File: config.mk
export PLATFORM = sky130hd
export DESIGN_NAME = ex_alu_muldiv
export DESIGN_NICKNAME = d
export VERILOG_FILES = /design/src/rtl/ex_alu_muldiv.sv
export SDC_FILE = /design/constraint.sdc
export NUM_CORES = 1
export LEC_CHECK = 0
export ABC_CLOCK_PERIOD_IN_PS = 14800
export CAP_MARGIN = 25
export CORE_UTILIZATION = 35
export DETAILED_ROUTE_END_ITERATION = 10
export PLACE_DENSITY_LB_ADDON = 0.1
export SYNTH_ARGS = -nofsm -noshare
export SYNTH_HDL_FRONTEND = slang
export SYNTH_SLANG_ARGS = --single-unit
File: constraint.sdc
create_clock -name Clk -period 14.8 [get_ports Clk]
set_clock_uncertainty 0.2 [all_clocks]
set_input_delay 4.44 -clock Clk [delete_from_list [all_inputs] [get_ports Clk]]
set_output_delay 4.44 -clock Clk [all_outputs]
set_load 0.005 [all_outputs]
File: src/rtl/ex_alu_muldiv.sv
// EX-stage execution unit: single-cycle ALU plus an iterative radix-2 multiply/divide
// engine that owns the HI/LO registers and freezes the pipeline while it iterates.
module ex_alu_muldiv #(
    parameter int WIDTH = 32,
    parameter int CNT_W = 6
) (
    input  logic             Clk,
    input  logic             Reset_n,
    input  logic             Start_EX,
    input  logic             Flush_EX,
    input  logic [WIDTH-1:0] Read_Data_1_EX,
    input  logic [WIDTH-1:0] ALU_Data_2_EX,
    input  logic [3:0]       ALU_Control_EX,
    output logic [WIDTH-1:0] ALU_Result_EX,
    output logic             Zero_EX,
    output logic             Overflow_EX,
    output logic             Stall_EX
);

    typedef enum logic [1:0] {S_IDLE, S_BUSY, S_FIX} state_t;

    localparam logic [CNT_W-1:0] CNT_LOAD = CNT_W'(WIDTH);
    localparam logic [CNT_W-1:0] CNT_ONE  = CNT_W'(1);

    function automatic logic [WIDTH-1:0] magnitude(input logic [WIDTH-1:0] v, input logic is_signed);
        return (is_signed && v[WIDTH-1]) ? ((~v) + WIDTH'(1)) : v;
    endfunction

    function automatic logic [WIDTH-1:0] apply_sign_w(input logic [WIDTH-1:0] v, input logic neg);
        return neg ? ((~v) + WIDTH'(1)) : v;
    endfunction

    function automatic logic [2*WIDTH-1:0] apply_sign_2w(input logic [2*WIDTH-1:0] v, input logic neg);
        return neg ? ((~v) + (2*WIDTH)'(1)) : v;
    endfunction

    state_t             state_q, state_d;
    logic [CNT_W-1:0]   cnt_q, cnt_d;
    logic [WIDTH-1:0]   hi_q, hi_d;
    logic [WIDTH-1:0]   lo_q, lo_d;
    logic [2*WIDTH-1:0] acc_q, acc_d;
    logic [WIDTH-1:0]   opb_q, opb_d;
    logic               is_div_q, is_div_d;
    logic               neg_res_q, neg_res_d;
    logic               neg_rem_q, neg_rem_d;
    logic               div0_q, div0_d;

    logic signed [WIDTH-1:0] a_s, b_s;
    logic [WIDTH-1:0]   add_res, sub_res;
    logic [WIDTH:0]     mul_sum, div_shift, div_diff;
    logic [2*WIDTH-1:0] fix_prod;
    logic [WIDTH-1:0]   fix_quo, fix_rem;
    logic               issue, signed_op;

    // Single-cycle datapath
    assign a_s     = Read_Data_1_EX;
    assign b_s     = ALU_Data_2_EX;
    assign add_res = Read_Data_1_EX + ALU_Data_2_EX;
    assign sub_res = Read_Data_1_EX - ALU_Data_2_EX;

    always_comb begin
        ALU_Result_EX = '0;
        Overflow_EX   = 1'b0;
        case (ALU_Control_EX)
            4'b0000: ALU_Result_EX = Read_Data_1_EX & ALU_Data_2_EX;
            4'b0001: ALU_Result_EX = Read_Data_1_EX | ALU_Data_2_EX;
            4'b0010: begin
                ALU_Result_EX = add_res;
                Overflow_EX   = (Read_Data_1_EX[WIDTH-1] == ALU_Data_2_EX[WIDTH-1]) &&
                                (add_res[WIDTH-1] != Read_Data_1_EX[WIDTH-1]);
            end
            4'b0011: ALU_Result_EX = Read_Data_1_EX ^ ALU_Data_2_EX;
            4'b0100: ALU_Result_EX = ~(Read_Data_1_EX | ALU_Data_2_EX);
            4'b0101: ALU_Result_EX = {{(WIDTH-1){1'b0}}, (Read_Data_1_EX < ALU_Data_2_EX)};
            4'b0110: begin
                ALU_Result_EX = sub_res;
                Overflow_EX   = (Read_Data_1_EX[WIDTH-1] != ALU_Data_2_EX[WIDTH-1]) &&
                                (sub_res[WIDTH-1] != Read_Data_1_EX[WIDTH-1]);
            end
            4'b0111: ALU_Result_EX = {{(WIDTH-1){1'b0}}, (a_s < b_s)};
            4'b1100: ALU_Result_EX = hi_q;
            4'b1101: ALU_Result_EX = lo_q;
            default: ALU_Result_EX = '0;
        endcase
    end

    assign Zero_EX = (ALU_Result_EX == '0);

    // Iteration step: shift-add multiply and restoring divide share acc_q.
    // Multiply: acc = {partial high, remaining multiplier}; divide: acc = {remainder, dividend/quotient}.
    assign mul_sum   = {1'b0, acc_q[2*WIDTH-1:WIDTH]} + (acc_q[0] ? {1'b0, opb_q} : '0);
    assign div_shift = {acc_q[2*WIDTH-1:WIDTH], acc_q[WIDTH-1]};
    assign div_diff  = div_shift - {1'b0, opb_q};

    assign fix_prod = apply_sign_2w(acc_q, neg_res_q);
    assign fix_quo  = apply_sign_w(acc_q[WIDTH-1:0], neg_res_q);
    assign fix_rem  = apply_sign_w(acc_q[2*WIDTH-1:WIDTH], neg_rem_q);

    // Issue is gated by reset so a held mul/div op cannot re-raise the stall while in reset.
    assign issue     = Reset_n && Start_EX && !Flush_EX && (ALU_Control_EX[3:2] == 2'b10);
    assign signed_op = ~ALU_Control_EX[0];

    always_comb begin
        state_d   = state_q;
        cnt_d     = cnt_q;
        hi_d      = hi_q;
        lo_d      = lo_q;
        acc_d     = acc_q;
        opb_d     = opb_q;
        is_div_d  = is_div_q;
        neg_res_d = neg_res_q;
        neg_rem_d = neg_rem_q;
        div0_d    = div0_q;
        Stall_EX  = 1'b0;
        case (state_q)
            S_IDLE: begin
                if (issue) begin
                    Stall_EX  = 1'b1;
                    acc_d     = {{WIDTH{1'b0}}, magnitude(Read_Data_1_EX, signed_op)};
                    opb_d     = magnitude(ALU_Data_2_EX, signed_op);
                    is_div_d  = ALU_Control_EX[1];
                    neg_res_d = signed_op && (Read_Data_1_EX[WIDTH-1] ^ ALU_Data_2_EX[WIDTH-1]);
                    neg_rem_d = signed_op && Read_Data_1_EX[WIDTH-1];
                    div0_d    = (ALU_Data_2_EX == '0);
                    cnt_d     = CNT_LOAD;
                    state_d   = S_BUSY;
                end
            end
            S_BUSY: begin
                Stall_EX = 1'b1;
                if (Flush_EX) begin
                    cnt_d   = '0;
                    state_d = S_IDLE;
                end else begin
                    if (is_div_q) begin
                        if (div_diff[WIDTH])
                            acc_d = {div_shift[WIDTH-1:0], acc_q[WIDTH-2:0], 1'b0};
                        else
                            acc_d = {div_diff[WIDTH-1:0], acc_q[WIDTH-2:0], 1'b1};
                    end else begin
                        acc_d = {mul_sum, acc_q[WIDTH-1:1]};
                    end
                    cnt_d = cnt_q - CNT_ONE;
                    if (cnt_q == CNT_ONE)
                        state_d = S_FIX;
                end
            end
            S_FIX: begin
                state_d = S_IDLE;
                if (!Flush_EX) begin
                    if (is_div_q) begin
                        lo_d = div0_q ? '1 : fix_quo;
                        hi_d = fix_rem;
                    end else begin
                        hi_d = fix_prod[2*WIDTH-1:WIDTH];
                        lo_d = fix_prod[WIDTH-1:0];
                    end
                end
            end
            default: state_d = S_IDLE;
        endcase
    end

    // Control and architectural state
    always_ff @(posedge Clk or negedge Reset_n) begin
        if (!Reset_n) begin
            state_q <= S_IDLE;
            cnt_q   <= '0;
            hi_q    <= '0;
            lo_q    <= '0;
        end else begin
            state_q <= state_d;
            cnt_q   <= cnt_d;
            hi_q    <= hi_d;
            lo_q    <= lo_d;
        end
    end

    // Working datapath; always reloaded at issue, so no reset needed
    always_ff @(posedge Clk) begin
        acc_q     <= acc_d;
        opb_q     <= opb_d;
        is_div_q  <= is_div_d;
        neg_res_q <= neg_res_d;
        neg_rem_q <= neg_rem_d;
        div0_q    <= div0_d;
    end

endmodule
==> impl_metrics.py <==
metrics = {
    "final_layout": {
        "drive_above_1_share": 0.05476,
        "final_area_sq_um": 21790,
        "antenna_cells": 0,
        "final_core_util": 0.4026,
        "area_delta_synth_final_pct": 12.94,
        "fin_nets": 2733,
    },
    "critical_path": {
        "reg2reg_slack_ps": 9190,
        "crit_type": "in2out",
        "cp.arrival_ps": 9780,
        "max_stage_delay_ps": 650,
        "end_kind": "primary output",
        "crit_cells": 16,
        "worstPathRequired_ps": 10160,
        "r2r_cells": 14,
        "crit_buf_inv": 5,
        "critPathMostFrequentCell": "clkdlybuf4s50_1",
        "startpoint_type": "input pin",
        "cp_cell_sequence": "clkdlybuf4s50_1 -> inv_1 -> ha_1 -> inv_2 -> a221oi_1 -> nor2_1 -> o21ai_0 -> or4b_2 -> o31a_1 -> or4_1 -> or3_1 -> nor4_1 -> buf_4 -> nand4b_1 -> nor4_2 -> clkdlybuf4s50_1",
        "critPathSlowestCell": "clkdlybuf4s50_1",
        "crit_family": "simple AND/OR/NAND/NOR gates",
        "reg2reg_from": "acc_q[32]",
        "rr_endpoint": "acc_q[44]",
        "critPathMaxFanout": 10,
    },
    "synth": {
        "syn_area_per_cell_sq_um": 7.921,
        "yosys-top-cells-area": "edfxtp_1 16%, ha_1 11%, dfrtp_1 9.3%, xnor2_1 5.5%, o21ai_0 5.0%",
        "synth.distinct_cells": 89,
        "synth_area_sq_um": 19300,
        "synthArstFlopShare": 0.4186,
        "synth_edf_count": 100,
        "yosysTopAreaCell": "edfxtp_1",
        "synth_warnings": 0,
        "ys_ff_latch": 172,
        "syn_nets": 2680,
        "synth_ff_type": "edfxtp_1",
        "synth_top_area_frac": 0.1556,
        "netlist_instances": 2436,
        "seq_area_frac_synth": 0.2490,
    },
    "run": {
        "maxCapViolations": 0,
    },
    "floorplan": {
        "core_area_sq_um": 54130,
        "die_y_um": 236.8,
        "die_x_um": 236.8,
        "start_util": 0.3565,
        "die-area_sq_um": 56070,
        "io_pins": 107,
        "fp-row-count": 85,
    },
    "routing": {
        "ant_nets": 0,
        "drt_iter0_markers": 1554,
        "drcViolationCount": 0,
        "dr.pass1.iters": 8,
        "wl_met2_mm": 33.79,
        "num_vias": 19280,
        "top_layer_used": "met4",
        "wl_met1_mm": 36.22,
        "routed_wl_mm": 75.97,
        "wl_met3_mm": 4.196,
        "via_per_inst": 6.027,
        "wl_per_cell_um": 23.75,
    },
    "sta": {
        "hold_violations": 0,
        "grt_setup_unrepaired": "false",
        "slew_headroom": 0.2438,
        "fin_crit_ps": 14420,
        "hold-worst-slack_ps": 319.1,
        "slew_violations": 0,
        "setup_viol": 0,
        "tns_ps": 0,
        "worst_pin_slew_ps": 1118,
        "fmax_mhz": 69.35,
        "min_period_over_period": 0.9743,
        "worst_slack_ps": 380.0,
    },
    "worst_hold_path": {
        "min_from": "cnt_q[3]",
        "hold_depth": 1,
        "min_to": "cnt_q[3]",
        "hp-class": "reg2reg",
    },
    "pwr": {
        "p_int_uw": 942.9,
        "switchingPower_uw": 539.2,
        "cellPowerDensity_nw_per_um2": 68.01,
        "clkPwrFrac": 0.305,
        "swShare": 0.3638,
        "ir_drop_uv": 65.30,
        "combPwrFrac": 0.319,
        "cellLeakagePower_uw": 0.008986,
        "seqPwrFrac": 0.376,
    },
    "cts": {
        "hold_buffers": 0,
        "clk_pin_slew_worst_paths_ps": 70,
        "cts_sinks": 172,
        "cts_tree": "yes",
        "clockRootBuffer": "clkbuf_16",
        "clock_latency_ps": 450,
        "htreeDepth": 4,
        "cts_buffer_depth": 2,
        "cts_made_buffers": 17,
    },
    "global_route": {
        "grt_max_degree": 109,
        "grt_pass1_vias": 18610,
        "antenna_found_initial": 0,
        "grt.total_usage": 0.2694,
        "grt_pass1_wl_mm": 116.0,
        "grt-ovfl-total": 0,
    },
    "place": {
        "place_area_sq_um": 21180,
        "hpwlAfterDp_mm": 59.40,
        "io_buffers": 106,
        "post-place-ws_ps": 379.1,
        "gp_congestion": 0.9148,
    },
    "run_status": {
        "status": "finished clean",
    },
}
-- cells by family (layout without fill, tap and decap cells) --
family | count (synthesis) | count (layout) | synth area share
buf+inv | 274 | 340 | 0.05550
xor+xnor | 177 | 177 | 0.08034
compound gates | 784 | 784 | 0.2667
mux | 70 | 70 | 0.03664
simple gates | 787 | 787 | 0.1987
fa+ha+maj | 172 | 172 | 0.1131
flops | 172 | 172 | 0.2490
-- flip-flops by register name (all words and copies together), names as in the netlist, 2 cells and up --
| name | count |
|---|---|
| opb_q | 32 |
| cnt_q | 6 |
| acc_q | 64 |
| hi_q | 32 |
| state_q | 2 |
| lo_q | 32 |
-- cells in the final DEF (no fill, tap or decap), types with 38 or more instances in the layout --
master,instances
a21o_1,45
buf_4,48
nand3_1,62
o21ai_0,194
xnor2_1,121
xor2_1,55
clkdlybuf4s50_1,105
a21oi_1,184
inv_1,150
nor2_1,237
nor3_1,54
ha_1,168
edfxtp_1,100
nand2_1,193
dfrtp_1,72
a31oi_1,38
mux2i_1,65
-- per-layer routing --
layer | global-route usage | vias up
met5 | 0 | -
met4 | 0.07615 | 0
met3 | 0.03124 | 88
met2 | 0.4218 | 652
met1 | 0.3877 | 9451
li1 | - | 9084
-- how the worst max path moves through the flow --
stage / startpoint / endpoint / slack (ps)
6_report: Read_Data_1_EX[10] / Zero_EX / 380
3_5_place_dp: Read_Data_1_EX[1] / Zero_EX / 380
4_1_cts: Read_Data_1_EX[1] / Zero_EX / 370
3_3_place_gp: Read_Data_1_EX[1] / Zero_EX / 420
5_1_grt: Read_Data_1_EX[0] / Zero_EX / 130
2_1_floorplan: ALU_Control_EX[2] / Stall_EX / 670
-- repair_timing --
action,CTS,global route
gates resized for setup,0,0
setup buffers,0,1
setup endpoints to repair,0,1
-- synthesized netlist by cell type (all sizes together), types with 37 or more instances --
master  count
edfxtp    100
dfrtp      72
a21oi     186
nand3      62
xor2       56
nor2      237
xnor2     121
a31oi      38
a21o       45
clkbuf     93
a211oi     37
o21ai     196
nand2b     37
nand2     196
ha        168
mux2i      65
inv       151
nor3       55
-- per-stage QoR --
stage	instances	power [uW]
floorplan	2436	839.8
global placement	3164	1027
detailed placement	3164	1027
CTS	3196	1482
global route	3198	1554
finish	3198	1482
-- power by group through the flow --
stage / Sequential, uW / Combinational [uW] / Clock, uW
2_1_floorplan: 556 / 283 / 0
3_3_place_gp: 566 / 461 / 0
3_5_place_dp: 566 / 461 / 0
4_1_cts: 557 / 464 / 461
5_1_grt: 561 / 515 / 478
6_report: 557 / 472 / 453
-- cell type report --
type / instances / area [sq um]
Sequential cell: 172 / 4805
Tap cell: 696 / 870.8
Multi-Input combinational cell: 1990 / 13490
Clock buffer: 17 / 425.4
Clock inverter: 15 / 147.6
Inverter: 152 / 570.5
Fill cell: 5513 / 32340
Timing Repair Buffer: 156 / 1479
-- worst register-to-register path: stages (launching register included) --
cell and delay (ps):
edfxtp_1 580, inv_1 270, fa_1 530, nand2b_1 190, a211o_1 290, a21oi_1 290, a221oi_1 220, o31a_1 410
o31ai_1 390, a31oi_1 200, a21oi_2 530, xor2_4 170, buf_4 480, mux2_2 420, o211a_1 200
Power figures use the tool's default switching activity.
